<file path="src/rtl/hex_updown_counter.sv">
// hex_updown_counter: up/down counter with a DIGITS-wide 7-segment readout.
// The raw push-button is synchronised and edge-detected on clk, so every press
// yields exactly one count tick. Parallel load has priority and is clamped to the
// legal range.
// Optional macro HEX_COUNTER_BCD_EN: decimal counting per digit (0-9 each),
// MODULUS ignored. Without it the counter is binary, modulo MODULUS.
module hex_updown_counter #(
  parameter int DIGITS  = 2,
  parameter int MODULUS = 256
) (
  input  logic                  clk,
  input  logic                  rst,
  input  logic                  step,
  input  logic                  en,
  input  logic                  up,
  input  logic                  load,
  input  logic [4*DIGITS-1:0]   load_val,
  output logic [4*DIGITS-1:0]   count,
  output logic                  tc,
  output logic [7*DIGITS-1:0]   hex
);

  localparam int W = 4 * DIGITS;

`ifdef HEX_COUNTER_BCD_EN
  localparam logic [W-1:0] MAX_VAL = {DIGITS{4'h9}};
`else
  localparam logic [W-1:0] MAX_VAL = W'(MODULUS - 1);
`endif

  logic         sync1_reg, sync2_reg, hist_reg;
  logic [1:0]   warm_reg;
  logic         armed_reg;
  logic         tick;
  logic [W-1:0] count_reg;
  logic         tc_reg;
  logic [W-1:0] inc_val, dec_val, load_clamp;

  // Active-low segment code (gfedcba) for one nibble.
  function automatic logic [6:0] seg7(input logic [3:0] d);
    case (d)
      4'h0: seg7 = 7'h40;  4'h1: seg7 = 7'h79;  4'h2: seg7 = 7'h24;  4'h3: seg7 = 7'h30;
      4'h4: seg7 = 7'h19;  4'h5: seg7 = 7'h12;  4'h6: seg7 = 7'h02;  4'h7: seg7 = 7'h78;
      4'h8: seg7 = 7'h00;  4'h9: seg7 = 7'h10;  4'hA: seg7 = 7'h08;  4'hB: seg7 = 7'h03;
      4'hC: seg7 = 7'h46;  4'hD: seg7 = 7'h21;  4'hE: seg7 = 7'h06;  default: seg7 = 7'h0E;
    endcase
  endfunction

  // Button synchroniser, history flop and post-reset arming.
  // warm_reg marks when sync2_reg holds a genuinely sampled button level; the
  // detector only arms once the button has been seen released, so a button held
  // through reset release cannot produce a tick.
  always_ff @(posedge clk or negedge rst) begin
    if (!rst) begin
      sync1_reg <= 1'b1;
      sync2_reg <= 1'b1;
      hist_reg  <= 1'b1;
      warm_reg  <= 2'b00;
      armed_reg <= 1'b0;
    end else begin
      sync1_reg <= step;
      sync2_reg <= sync1_reg;
      hist_reg  <= sync2_reg;
      warm_reg  <= {warm_reg[0], 1'b1};
      armed_reg <= armed_reg | (warm_reg[1] & sync2_reg);
    end
  end

  // One-cycle pulse on a 1->0 transition of the synchronised button.
  assign tick = armed_reg & hist_reg & ~sync2_reg;

`ifdef HEX_COUNTER_BCD_EN
  logic [DIGITS:0] carry, borrow;
  assign carry[0]  = 1'b1;
  assign borrow[0] = 1'b1;

  // Per-digit decimal increment/decrement chains and per-digit load clamp.
  for (genvar gi = 0; gi < DIGITS; gi++) begin : g_bcd
    logic [3:0] d, ld;
    assign d  = count_reg[4*gi +: 4];
    assign ld = load_val[4*gi +: 4];
    assign inc_val[4*gi +: 4]    = carry[gi]  ? ((d == 4'd9) ? 4'd0 : d + 4'd1) : d;
    assign dec_val[4*gi +: 4]    = borrow[gi] ? ((d == 4'd0) ? 4'd9 : d - 4'd1) : d;
    assign carry[gi+1]           = carry[gi]  & (d == 4'd9);
    assign borrow[gi+1]          = borrow[gi] & (d == 4'd0);
    assign load_clamp[4*gi +: 4] = (ld > 4'd9) ? 4'd9 : ld;
  end
`else
  assign inc_val    = count_reg + W'(1);
  assign dec_val    = count_reg - W'(1);
  assign load_clamp = (load_val > MAX_VAL) ? MAX_VAL : load_val;
`endif

  // Count register: load beats a tick, a tick with en counts, otherwise hold.
  // tc is raised only on the update that wraps the range.
  always_ff @(posedge clk or negedge rst) begin
    if (!rst) begin
      count_reg <= '0;
      tc_reg    <= 1'b0;
    end else begin
      tc_reg <= 1'b0;
      if (load) begin
        count_reg <= load_clamp;
      end else if (tick && en) begin
        if (up) begin
          if (count_reg == MAX_VAL) begin
            count_reg <= '0;
            tc_reg    <= 1'b1;
          end else begin
            count_reg <= inc_val;
          end
        end else begin
          if (count_reg == '0) begin
            count_reg <= MAX_VAL;
            tc_reg    <= 1'b1;
          end else begin
            count_reg <= dec_val;
          end
        end
      end
    end
  end

  // Combinational segment decode, one display per digit.
  for (genvar gi = 0; gi < DIGITS; gi++) begin : g_hex
    assign hex[7*gi +: 7] = seg7(count_reg[4*gi +: 4]);
  end

  assign count = count_reg;
  assign tc    = tc_reg;

endmodule

</file>
<file path="config.mk">
export PLATFORM = sky130hd
export DESIGN_NAME = hex_updown_counter
export DESIGN_NICKNAME = d
export VERILOG_FILES = /design/src/rtl/hex_updown_counter.sv
export SDC_FILE = /design/constraint.sdc
export NUM_CORES = 1
export LEC_CHECK = 0
export ABC_AREA = 0
export CORE_MARGIN = 2
export CORE_UTILIZATION = 44
export CTS_BUF_LIST = sky130_fd_sc_hd__clkbuf_16
export CTS_CLUSTER_DIAMETER = 60
export DETAILED_ROUTE_END_ITERATION = 12
export GPL_ROUTABILITY_DRIVEN = 0
export MAX_ROUTING_LAYER = met4
export PLACE_DENSITY_LB_ADDON = 0.08
export SYNTH_ARGS = -nofsm -noshare
export SYNTH_HDL_FRONTEND = slang
export SYNTH_SLANG_ARGS = --single-unit
export TNS_END_PERCENT = 50
</file>
<file path="constraint.sdc">
create_clock -name clk -period 1.67 [get_ports clk]
set_input_delay 0.334 -clock clk [delete_from_list [all_inputs] [get_ports clk]]
set_output_delay 0.334 -clock clk [all_outputs]
set_load 0.01 [all_outputs]
</file>
* Yosys cells after proc, flatten, opt, wreduce, memory -nomap -nowiden
Memory sizes are Yosys's and may differ from the RTL's.
Index checks and enable logic that the tools add are counted.
** Storage, ports and cells
- Logic and storage cells :: 32
- Memories :: 2
- Bits in registers :: 15
- Bits in read-only memories :: 224
** Cells by class
- Order comparisons :: 1
- Equality and inequality tests :: 1
- Reductions and logical operators :: 3
- Bitwise gates (word level) :: 5
- Add/sub/neg operators :: 2
- Multiplexer cells :: 11
** Memory list
- (no name shown) :: depth 16, bits a word 7, read ports 1, clocked after memory_dff 0, write ports 0, line 41 : case (d)
- (no name shown) :: depth 16, bits a word 7, read ports 1, clocked after memory_dff 0, write ports 0, line 41
** Operators by type and width (number)
- 2-to-1 mux 8 bit :: 6
- adder 8 x 1 -> 8 bit, second input constant :: 1
- == test 8 bit, second input constant :: 1
- > comparator 8 bit, second input constant :: 1
- zero test 8 bit :: 1
- subtractor 8 x 1 -> 8 bit, second input constant :: 1
- 2-to-1 mux 1 bit :: 5
- AND 1 bit :: 3
- nonzero test 2 bit :: 1
- logical AND 1 bit :: 1
- inverter 1 bit :: 1
- bitwise OR 1 bit :: 1

* Depth between registers and ports, before layout
Gate-level depths: netlist of run 1.
- Word-level depth :: 5
- Mapped depth :: 8
- Depth with buffers taken out :: 7

* Least setup slack after synthesis of run 1
Ideal clock, no wire load.
- Path kind :: register to register
- Start point :: register count_reg[0] (netlist: count[0])
- End point :: register count_reg[7] (netlist: count[7])
- Arrival :: 1762 ps
- Stages on the path, launching flop included :: 7
- Setup time :: 104 ps
- Slack :: -195 ps
- Clock period less this slack :: 1865 ps
- Path through :: dfrtp_1 -> buf_6 -> or4_4 -> or3_1 -> a31oi_1 -> o221ai_1 -> o311ai_1
** On the way
- Longest elaborated chain between the ends :: 5
** Ends and longest elaborated chain
- from (decl) :: line 35 : logic [W-1:0] count_reg;
- from (signal assigned) :: line 103 : count_reg <= load_clamp;
- from (signal assigned) :: line 110 : count_reg <= inc_val;
- from (signal assigned) :: line 117 : count_reg <= dec_val;
- subtractor 8 x 1 -> 8 bit (tied with other cells) :: line 90 : assign dec_val = count_reg - W'(1);
- 2-to-1 mux 8 bit (on tied branches) :: line 113, 106
- 2-to-1 mux 8 bit (*) :: line 105 : if (up) begin
- 2-to-1 mux 8 bit (*) :: line 104 : end else if (tick && en) begin
- 2-to-1 mux 8 bit (*) :: line 102 : if (load) begin
Every way passes the cells marked *; elsewhere a longest branch is shown, timed or not. The select of a mux whose other input is x is not followed.
A chain may end at the register's enable or synchronous reset.

* Final worst setup path of run 1
- Start point :: register count_reg[5] (netlist: count[5])
- End point :: output port hex[10]
** On the way
- Longest elaborated chain between the ends :: 1
** Ends and longest elaborated chain
- memory (16 x 7 bit)
- to (decl) :: line 20 : output logic [7*DIGITS-1:0] hex
Every way passes these cells.

==> reports/metrics.csv, run 1 <==
metric;value;unit
CP Launch Type;flip-flop;
Initial Util;0.4594;
initial antenna violation count;0;
clk root buf;clkbuf_16;
commonest cells after routing, fill and taps aside;buf_4, clkdlybuf4s50_1, buf_6;
Hold Vio Cnt, Final;0;
Syn Area/Cell;8.449;um2
Cell Area, Synth;1403;um2
total power;1840;uW
Post-layout nets;282;
insertion delay to the later sink of the worst-skew pair;240;ps
reg2reg start;count[0];
Syn. warnings;0;
Worst-path clk slew;40;ps
DRT Pass-1 Iters;5;
CP Data Required Time;1340;ps
Detail Route Antenna Nets;0;
grt ovf;0;
H-Tree Level Count;1;
Inserted Clock Buffers;3;
clk sink count;15;
Peak supply drop;0.0007520;V
most common cell after layout, fill and taps aside;buf_4;
Tcrit/Tclk final;1.195;
Die Span Y;60.46;um
Setup CP Type;flip-flop to output port;
first-pass GRT wire length;6886;um
drt wl/cell;15.94;um
grt met2 use;0.4441;
max_cap viols;0;
setup ws final;-326.3;ps
drt drc;0;
Unique masters post-synth;51;
skew final;0.4977;ps
CORE AREA;3053;um2
Tot GR Track Use;0.2616;
Tmin final;1996;ps
Fmax;500.9;MHz
cells after synthesis;166;
Inserted Diodes;0;
Arr. time, crit path;1660;ps
# setup viols final;22;
post-layout util;0.8266;
Synthesized Nets;192;
share of cells above drive strength 1;0.5216;
IO Count;37;
CP Max Fanout;3;
Critical Path Source;count[5];
hold path startpoint;sync1_reg;
DIE WIDTH;60.46;um
status;finished with violations;
PortBufs;36;
number of synthesized register bits;15;
failing checks;setup timing;
TritonCTS clock tree;done;
met3 Use GR;0.03198;
vias;1673;
sequential fraction of the synthesis area;0.2703;
full die area;3655;um2
unrepaired setup endpoints after global routing;yes;
busiest layer in global routing;met2;
largest net degree at the start of global routing;18;
Lkg Pwr;0.001083;uW
kind of end point of the critical path;output port;
deepest clock path buffer count;2;
Post-synth EDFFs;0;
vias in the first global route;1580;
Hold Crit Class;flip-flop to flip-flop;
Largest register FFs;8;
Cell Pwr Density;729.2;nW/um2
DR iter-0 viols;112;
fraction of registers with async set/reset;1.000;
max-slew violations;0;
vias per cell;5.595;
Detailed Place HPWL;3158;um
Syn-to-layout area delta;79.93;%
final hold slack;355.9;ps
Most used DFF post-synth;dfrtp_1;
FP Rows;20;
GRT met1 Usage;0.3126;
final wirelength;4767;um
Post-CTS Hold Buffers;0;
## metrics by stage
| step | setup TNS (ps) | worst slack, ps | cell area, um2 | cells |
|---|---|---|---|---|
| floorplan | -247.1 | -161.8 | 1420 | 166 |
| finish | -3600 | -326.3 | 2524 | 299 |
| CTS | -2513 | -304.3 | 2364 | 297 |
| global placement | -4915 | -342.5 | 2103 | 283 |
| global route | -5020 | -346.3 | 2524 | 299 |
| detailed placement | -5520 | -397.1 | 2103 | 283 |
## timing repair
| item | in CTS | in global routing |
|---|---|---|
| buffers inserted | 11 | 4 |
| endpoints found under the setup margin | 28 | 23 |
| gates resized for setup | 113 | 33 |
| pin swaps | 15 | 20 |
## Yosys cell counts (2+ instances only)
cell	n	area, um2
a21oi_1	14	70.07
a221oi_1	2	17.52
a31oi_1	4	25.02
a41oi_1	2	17.52
buf_2	2	10.01
clkbuf_1	3	11.26
clkbuf_8	4	55.05
dfrtp_1	12	300.3
dfstp_2	3	78.83
ha_1	12	150.1
inv_1	8	30.03
mux2_2	2	22.52
mux2i_1	6	60.06
nand2_1	15	56.30
nand2b_1	3	18.77
nand3_1	3	15.01
nand4_1	4	25.02
nor2_1	10	37.54
nor2b_1	4	25.02
o211ai_1	2	15.01
o21ai_0	17	85.08
o31ai_1	4	30.03
or2_2	2	12.51
## path summary, 6_finish.rpt
path,end,slack [ps],depth (start not counted)
setup / recovery,hex[10],-330,4
hold / removal,sync2_reg,360,0
setup reg to reg,count[7],-300,6
hold reg to reg,sync2_reg,360,0
max in group asynchronous,hist_reg,1030,2
min in group asynchronous,count[3],400,2
## cell type report
class                      instances  area, um2
clock buffer                       3      75.07
clock inverter                     1      3.754
fill                             181      529.3
inverter                           9      42.54
multi-input combinational        131       1172
sequential                        15      384.1
tap                               44      55.05
timing repair buffer              96      790.8
## power breakdown
group	internal [uW]	total (uW)	switching, uW
Clock	316	454	137
Combinational	492	956	464
Sequential	396	431	34.7
## worst max-delay path, cell delays in order, from the launching register on
cell     delay, ps
dfrtp_2        430
buf_4          160
ha_1           220
mux4_2         480
buf_6          140
## per-layer routing
layer	share of wire	vias up	wire [um]
met2	0.51	75	2438
li1	-	791	-
met1	0.41	798	1952
met3	0.058	9	275
met4	0.021	0	101
met5	0	-	0
## cell families (layout without fill, tap and decap cells)
kind of cell,count (synthesis),count (layout),share of synthesized area
AO/OA/AOI/OAI,58,58,0.2623
AND/OR/NAND/NOR,50,50,0.1873
buffers and inverters,20,109,0.08920
flip-flops,15,15,0.2703
adder cells (fa/ha/maj),12,12,0.1070
multiplexers,9,9,0.07493
other,1,1,0.002674
XOR/XNOR,1,1,0.006246
No activity file was read; power rests on OpenSTA's default activity.
==> run 2, diff against run 1 <==
--- a/config.mk
+++ b/config.mk
@@ -14,6 +14,7 @@
 export GPL_ROUTABILITY_DRIVEN = 0
 export MAX_ROUTING_LAYER = met4
 export PLACE_DENSITY_LB_ADDON = 0.08
+export SLEW_MARGIN = 20
 export SYNTH_ARGS = -nofsm -noshare
 export SYNTH_HDL_FRONTEND = slang
 export SYNTH_SLANG_ARGS = --single-unit
==> results of run 2 <==
No change in the layout: final DEF, timing and power equal those of run 1.
==> run 3, diff against run 2 <==
--- a/config.mk
+++ b/config.mk
@@ -6,6 +6,7 @@
 export NUM_CORES = 1
 export LEC_CHECK = 0
 export ABC_AREA = 0
+export CAP_MARGIN = 15
 export CORE_MARGIN = 2
 export CORE_UTILIZATION = 44
 export CTS_BUF_LIST = sky130_fd_sc_hd__clkbuf_16
==> results of run 3 <==
No change in the layout: final DEF, timing and power equal those of run 1.
